[src/rtl/alu_exec_pkg.sv]
// Shared encodings for the MIPS execute-stage ALU: control codes, ALUop and funct values.
package alu_exec_pkg;

  localparam int unsigned DATA_W  = 32;
  localparam int unsigned CTRL_W  = 3;
  localparam int unsigned ALUOP_W = 2;
  localparam int unsigned FUNCT_W = 6;

  typedef logic [CTRL_W-1:0] alu_ctrl_t;

  localparam alu_ctrl_t CTRL_AND = 3'b000;
  localparam alu_ctrl_t CTRL_OR  = 3'b001;
  localparam alu_ctrl_t CTRL_ADD = 3'b010;
  localparam alu_ctrl_t CTRL_SUB = 3'b110;
  localparam alu_ctrl_t CTRL_SLT = 3'b111;
  localparam alu_ctrl_t CTRL_NOR = 3'b100;

  localparam logic [ALUOP_W-1:0] ALUOP_ADD     = 2'b00;
  localparam logic [ALUOP_W-1:0] ALUOP_SUB     = 2'b01;
  localparam logic [ALUOP_W-1:0] ALUOP_RTYPE   = 2'b10;
  localparam logic [ALUOP_W-1:0] ALUOP_ADD_ALT = 2'b11;

  localparam logic [FUNCT_W-1:0] FUNCT_ADD = 6'b100000;
  localparam logic [FUNCT_W-1:0] FUNCT_SUB = 6'b100010;
  localparam logic [FUNCT_W-1:0] FUNCT_AND = 6'b100100;
  localparam logic [FUNCT_W-1:0] FUNCT_OR  = 6'b100101;
  localparam logic [FUNCT_W-1:0] FUNCT_SLT = 6'b101010;
  localparam logic [FUNCT_W-1:0] FUNCT_NOR = 6'b100111;

endpackage

[src/rtl/alu_exec_unit_alu_ctrl_decode.sv]
// Combinational ALU control decode from main-control ALUop and instruction funct.
module alu_ctrl_decode
  import alu_exec_pkg::*;
(
  input  logic [ALUOP_W-1:0] alu_op,
  input  logic [FUNCT_W-1:0] funct,
  output alu_ctrl_t          ctrl_c
);

  // funct only matters for R-type; unknown funct values fall back to ADD
  always_comb begin
    ctrl_c = CTRL_ADD;
    case (alu_op)
      ALUOP_SUB: ctrl_c = CTRL_SUB;
      ALUOP_RTYPE: begin
        case (funct)
          FUNCT_ADD: ctrl_c = CTRL_ADD;
          FUNCT_SUB: ctrl_c = CTRL_SUB;
          FUNCT_AND: ctrl_c = CTRL_AND;
          FUNCT_OR:  ctrl_c = CTRL_OR;
          FUNCT_SLT: ctrl_c = CTRL_SLT;
          FUNCT_NOR: ctrl_c = CTRL_NOR;
          default:   ctrl_c = CTRL_ADD;
        endcase
      end
      default: ctrl_c = CTRL_ADD;
    endcase
  end

endmodule

[src/rtl/alu_exec_unit.sv]
// Execute-stage ALU, zero flag and branch-target adder registered into EX/MEM.
// Optional signed-overflow output is built when ALU_OVF_EN is defined.
module alu_exec_unit
  import alu_exec_pkg::*;
(
  input  logic                clk,
  input  logic                rst,
  input  logic                en,
  input  logic [ALUOP_W-1:0]  alu_op,
  input  logic                alu_src,
  input  logic [FUNCT_W-1:0]  funct,
  input  logic [DATA_W-1:0]   reg_data1,
  input  logic [DATA_W-1:0]   reg_data2,
  input  logic [DATA_W-1:0]   sign_ext_offset,
  input  logic [DATA_W-1:0]   incremented_pc,
  output logic [DATA_W-1:0]   alu_result,
  output logic                zero_flag,
  output logic [DATA_W-1:0]   branch_address,
  output logic [CTRL_W-1:0]   alu_ctrl
`ifdef ALU_OVF_EN
  ,
  output logic                overflow
`endif
);

  alu_ctrl_t           ctrl_c;
  logic [DATA_W-1:0]   op_b_c;
  logic [DATA_W-1:0]   sum_c;
  logic [DATA_W-1:0]   diff_c;
  logic                slt_c;
  logic [DATA_W-1:0]   result_c;
  logic [DATA_W-1:0]   branch_c;

  alu_ctrl_decode u_decode (
    .alu_op (alu_op),
    .funct  (funct),
    .ctrl_c (ctrl_c)
  );

  assign op_b_c = alu_src ? sign_ext_offset : reg_data2;
  assign sum_c  = reg_data1 + op_b_c;
  assign diff_c = reg_data1 + (~op_b_c) + DATA_W'(1);

  // Differing signs decide SLT directly, so an overflowing subtract cannot flip it
  assign slt_c = (reg_data1[DATA_W-1] ^ op_b_c[DATA_W-1]) ? reg_data1[DATA_W-1]
                                                           : diff_c[DATA_W-1];

  always_comb begin
    result_c = sum_c;
    case (ctrl_c)
      CTRL_AND: result_c = reg_data1 & op_b_c;
      CTRL_OR:  result_c = reg_data1 | op_b_c;
      CTRL_ADD: result_c = sum_c;
      CTRL_SUB: result_c = diff_c;
      CTRL_SLT: result_c = {(DATA_W-1)'(0), slt_c};
      CTRL_NOR: result_c = ~(reg_data1 | op_b_c);
      default:  result_c = sum_c;
    endcase
  end

  assign branch_c = incremented_pc + {sign_ext_offset[DATA_W-3:0], 2'b00};

`ifdef ALU_OVF_EN
  logic ovf_c;

  always_comb begin
    ovf_c = 1'b0;
    case (ctrl_c)
      CTRL_ADD: ovf_c = (reg_data1[DATA_W-1] == op_b_c[DATA_W-1]) &&
                        (sum_c[DATA_W-1] != reg_data1[DATA_W-1]);
      CTRL_SUB: ovf_c = (reg_data1[DATA_W-1] != op_b_c[DATA_W-1]) &&
                        (diff_c[DATA_W-1] != reg_data1[DATA_W-1]);
      default:  ovf_c = 1'b0;
    endcase
  end

  always_ff @(posedge clk) begin
    if (rst) begin
      overflow <= 1'b0;
    end else if (en) begin
      overflow <= ovf_c;
    end
  end
`endif

  // EX/MEM boundary registers; reset wins over enable
  always_ff @(posedge clk) begin
    if (rst) begin
      alu_result     <= '0;
      zero_flag      <= 1'b0;
      branch_address <= '0;
      alu_ctrl       <= CTRL_ADD;
    end else if (en) begin
      alu_result     <= result_c;
      zero_flag      <= (result_c == '0);
      branch_address <= branch_c;
      alu_ctrl       <= ctrl_c;
    end
  end

endmodule

[config.mk]
export PLATFORM = sky130hd
export DESIGN_NAME = alu_exec_unit
export DESIGN_NICKNAME = d
export VERILOG_FILES = /design/src/rtl/alu_exec_pkg.sv /design/src/rtl/alu_exec_unit_alu_ctrl_decode.sv /design/src/rtl/alu_exec_unit.sv
export SDC_FILE = /design/constraint.sdc
export NUM_CORES = 1
export LEC_CHECK = 0
export ABC_AREA = 0
export CELL_PAD_IN_SITES_DETAIL_PLACEMENT = 0
export CELL_PAD_IN_SITES_GLOBAL_PLACEMENT = 2
export CORE_AREA = 3 3 189 191
export DETAILED_ROUTE_END_ITERATION = 7
export DIE_AREA = 0 0 192 194
export PLACE_DENSITY_LB_ADDON = 0.12
export SETUP_SLACK_MARGIN = 0.05
export SLEW_MARGIN = 20
export SYNTH_ARGS = -nofsm -noshare
export SYNTH_HDL_FRONTEND = slang
export SYNTH_SLANG_ARGS = --single-unit
[constraint.sdc]
create_clock -name clk -period 8.3 [get_ports clk]
set_input_delay 1.66 -clock clk [delete_from_list [all_inputs] [get_ports clk]]
set_output_delay 1.66 -clock clk [all_outputs]
set_load 0.01 [all_outputs]
; ---- After elaboration in Yosys (flattened, before gate mapping)
; Index checks and enable logic that the tools add are counted.
[totals]
input_bits = 140
ff_bits = 68
output_inout_bits = 68
word_cells = 31
[classes]
reduce_logical = 2
addsub = 4
n_mux = 5
eq_ne = 11
n_bitwise = 5
[ops]
columns = op, count
row1 = $pmux W32 S5, 1
row2 = $add A32 B32 Y32, 3
row3 = $not A32 Y32, 2
row4 = $add A32 B1 Y32 const B, 1
row5 = $and A32 B32 Y32, 1
row6 = $logic_not A32 Y1, 1
row7 = $mux W32, 1
row8 = $or A32 B32 Y32, 1
row9 = $eq A6 B6 Y1 const B, 5
row10 = $pmux W3 S5, 1
row11 = $eq A3 B3 Y1 const B, 3
row12 = $pmux W3 S2, 1
row13 = $eq A3 B1 Y1 const B, 1
row14 = $logic_not A3 Y1, 1
row15 = $eq A2 B1 Y1 const B, 1
row16 = $eq A2 B2 Y1 const B, 1
row17 = $mux W1, 1
row18 = $xor A1 B1 Y1, 1

; ---- Depth between registers and ports, before layout
[depth]
ltp_word = 7
mapped_depth = 24
mapped_depth_nobuf = 22

; ---- Cells and area by module
; From an unflattened synthesis, not the netlist that was laid out.
[unflattened]
hier_cells = 1338
area_unflattened_um2 = 9855.7
[by_module_without_submodules]
columns = module, cells_per_inst, area_per_inst_um2, instances, seq_area_each_um2
row1 = alu_exec_unit, 1321, 9730.6, 1, 1361.3
row2 = alu_ctrl_decode, 17, 125.1, 1, 0.0

; ---- Worst setup path before layout
; Ideal clock, no wire load.
[synth_timing]
path_kind = input -> register
from = in alu_src
to = reg zero_flag
path_slack_ps = 1804
arrival_ps = 6436
cell_stages = 22
cell_sequence = clkbuf_1 -> buf_1 -> mux2i_1 -> ha_1 -> or3_4 -> or4_1 -> a211oi_2 -> nor2_1 -> a32o_1 -> o21bai_1 -> a21oi_1 -> nor2_1 -> nor2_1 -> fa_1 -> a221oi_1 -> o22ai_1 -> mux2_2 -> nor4bb_1 -> nand4_1 -> nor4_1 -> nand4_1 -> nand2_1
[synth_between]
elab_chain_cells = 7
[synth_rtl]
columns = item, line
row1 = from (decl), alu_exec_unit.sv:10  ; input logic alu_src,
row2 = $mux W32 (*), alu_exec_unit.sv:40  ; assign op_b_c = alu_src ? sign_ext_offset : reg_data2;
row3 = $not A32 Y32, alu_exec_unit.sv:42  ; assign diff_c = reg_data1 + (~op_b_c) + DATA_W'(1);
row4 = $add A32 B32 Y32, alu_exec_unit.sv:42
row5 = $add A32 B1 Y32, alu_exec_unit.sv:42
row6 = $mux W1, alu_exec_unit.sv:45  ; assign slt_c = (reg_data1[DATA_W-1] ^ op_b_c[DATA_W-1]) ? reg_data1[DATA_W-1]
row7 = $pmux W32 S5 (*), alu_exec_unit.sv:50  ; case (ctrl_c)
row8 = $logic_not A32 Y1 (*), alu_exec_unit.sv:95  ; zero_flag <= (result_c == '0);
row9 = to (signal assigned), alu_exec_unit.sv:95
row10 = to (decl), alu_exec_unit.sv:17  ; output logic zero_flag,
; Mark *: on every way between the ends. The rest lies on a longest branch, timed or not.
; A chain may end at the register's enable or synchronous reset.

; ---- Worst setup path in the final report
; Ends and elaborated chain as after synthesis.

==> flow_summary.json <==
{
  "detail_route.iter0.violations": 585,
  "ys_warn_count": 0,
  "floorplan.die_area_mm2": 0.03725,
  "status": "complete, no violations",
  "grt_setup_unrepaired": "no",
  "timing.max_cap.violations": 0,
  "post_route_cells_drive_above_1_share_pct": 4.531,
  "grtUsageTotal_pct": 22.88,
  "postRouteAntennaNets": 0,
  "yosysTopAreaCellShare_pct": 17.98,
  "ys_seq_area_share_pct": 13.40,
  "clock-sinks": 68,
  "final_min_period_over_clock_period_pct": 83.72,
  "ctsLongestPathBuffers": 2,
  "min_path_type": "reg2reg",
  "initial_core_util_pct": 29.63,
  "dieHeight_um": 194,
  "length_of_the_first_detailed_routing_pass_in_iterations": 5,
  "buffers_on_ports": 207,
  "crit_path_start_kind": "input pin",
  "cp_data_required_time_ps": 8590,
  "grt_max_degree": 73,
  "finalClockSkew_ps": 0,
  "synthFlopType": "dfxtp_1",
  "leakagePower_nw": 5.629,
  "timing.final.max_slew_violations": 0,
  "die_width_um": 192,
  "post_synth_instance_area_mm2": 0.01016,
  "wirelength_um": 43770,
  "number_of_remaining_drc_errors": 0,
  "avgSynthCellArea_um2": 7.547,
  "critical_path_peak_fanout": 22,
  "detailed_place_hpwl_um": 35300,
  "post-route-min-period_ps": 6949,
  "number_of_enable_type_register_cells_in_the_synthesized_netlist": 0,
  "route.vias.total": 10600,
  "synthToLayoutAreaGrowth_pct": 27.42,
  "totalNegativeSetupSlack_ps": 0,
  "netlist_top_cells_area": "ha_1, dfxtp_1, mux2i_1",
  "postSynthCellCount": 1346,
  "root_buffer": "clkbuf_16",
  "post_synth_num_cell_types": 98,
  "post_cts_resize_count": 0,
  "power.total_mw": 1.779,
  "post_cts_setup_buffer_count": 0,
  "timing_worst_setup_path_type": "in2reg",
  "achievable-frequency_mhz": 143.9,
  "grt_overflow": 0,
  "vdd_drop_max_v": 0.00009663,
  "tritoncts": "built",
  "post_dp_cell_area_mm2": 0.01261,
  "ys_async_sr_fraction_pct": 0,
  "finish.utilization_pct": 37.75,
  "worst_setup_ep_type": "flop",
  "yosysTopAreaCell": "ha_1",
  "clock_insertion_delay_worst_skew_ps": 340,
  "grt_pass1_wl_um": 64740,
  "grt_antenna_before_repair": 4,
  "setup_violations": 0,
  "timing.critical_path.arrival_ps": 7240,
  "postSynthRegisterBits": 68,
  "place.gp.congestion": 0.9035,
  "clk_slew_on_worst_s_h_paths_ps": 60,
  "synth_nets": 1636,
  "core-area_mm2": 0.03429,
  "worst_pin_slew_ps": 1003,
  "final_design_area_no_fill_mm2": 0.01294,
  "pin_count": 208,
  "cts.hold.buffers_added": 0,
  "row_count": 68,
  "number_of_global_route_vias_before_repair": 10400,
  "power-per-cell-area_mw_per_mm2": 137.4,
  "vias_per_cell": 5.346,
  "htreeDepth": 3,
  "wl_per_cell_um": 22.08,
  "finish.net_count": 1808,
  "maxSlewHeadroom_pct": 32.72,
  "hold_viol": 0,
  "ff2ff_setup_slack_ps": 7480,
  "cts_made_buffers": 9
}
-- kinds of logic after synthesis --
| logic type | after synthesis | synth area share, % |
|---|---|---|
| muxes | 78 | 7.760 |
| and+or+nand+nor | 419 | 20.70 |
| DFF | 68 | 13.40 |
| AOI/OAI and AO/OA | 396 | 27.20 |
| adders and majority gates | 150 | 18.77 |
| buffers and inverters | 176 | 7.082 |
| xor gates and xnor gates | 59 | 5.087 |
-- layer usage --
layer	GRT usage, %	up-vias	wire length (µm)
met3	2.513	45	1542
met1	29.02	5062	18870
met2	40.49	269	22100
li1	-	5219	-
met5	0	-	0
met4	6.800	0	1258
-- cells in the mapped netlist (6+ instances only) --
cell	count
a211oi_1	38
a21o_1	21
a21oi_1	107
a221oi_1	8
a22o_1	7
a31oi_1	17
and2_1	7
and3_1	9
buf_1	7
buf_2	16
buf_4	6
clkbuf_1	25
dfxtp_1	68
ha_1	146
inv_1	117
mux2i_1	75
nand2_1	74
nand2b_1	17
nand3_1	23
nand4_1	6
nor2_1	160
nor2b_1	25
nor3_1	40
nor4_1	8
o2111ai_1	7
o211a_1	7
o211ai_1	14
o21a_1	6
o21ai_0	38
o21ai_1	7
o21bai_1	15
o221ai_1	8
o22ai_1	17
o31a_1	6
o31ai_1	7
or3_1	8
xnor2_1	40
xor2_1	19
-- critical path, cell delays in order --
cell and delay [ps]:
buf_2 330, buf_4 510, mux2i_1 410, ha_1 340, inv_1 120, nand3_1 150, or4_1 620, a211oi_2 310
nor2_1 70, a32o_1 260, o21bai_1 140, a21oi_1 80, nor2_1 90, nor2_1 60, fa_1 390, a221oi_1 280
o22ai_1 120, mux2_2 300, nor4bb_1 260, nand4_1 170, nor4_1 340, nand4_1 140, nand2_1 90
-- worst paths after layout --
path / cells past startpoint / startpoint / end
min: 2 / alu_result[3] / alu_result[3]
max reg2reg: 3 / alu_result[15] / alu_result[15]
max: 23 / alu_src / zero_flag
min reg2reg: 2 / alu_result[3] / alu_result[3]
-- registers in the layout, summed over array words and instances (netlist names) --
register / count
branch_address: 32
zero_flag: 1
alu_result: 32
alu_ctrl: 3
-- cell usage in the layout (no fill, tap or decap), types with 40 or more instances in the layout --
cell type	instances
mux2i_1	75
a21oi_1	107
dfxtp_1	68
nor3_1	40
nand2_1	74
ha_1	146
nor2_1	160
inv_1	116
clkdlybuf4s50_1	204
xnor2_1	40
-- layout make-up --
cell class,instances,area [µm²]
repair buffers,218,2142
fillers,3630,21340
well taps,455,569.3
multi-input cells,1102,8089
clock buffers,9,225.2
clock inverters,7,100.1
flip-flops and latches,68,1361
diodes,4,10.01
inverters,119,446.7
-- stage by stage --
step | std cells | hold slack, ps | setup slack (ps)
after floorplan | 1346 | 462.3 | 1804
after global placement | 1962 | 450.0 | 1180
after detailed placement | 1962 | 460.9 | 1079
after CTS | 1978 | 473.1 | 1413
after global routing | 1982 | 496.6 | 967.5
final | 1982 | 468.5 | 1351
-- report_power, final --
| part | internal [mW] | total, mW | switching, mW | leakage [nW] |
|---|---|---|---|---|
| Clock | 0.265 | 0.427 | 0.162 | 0.160 |
| Combinational | 0.412 | 0.971 | 0.559 | 4.91 |
| Sequential | 0.361 | 0.380 | 0.0194 | 0.562 |
| Total | 1.04 | 1.78 | 0.741 | 5.63 |
No activity file was read; power rests on OpenSTA's default activity.
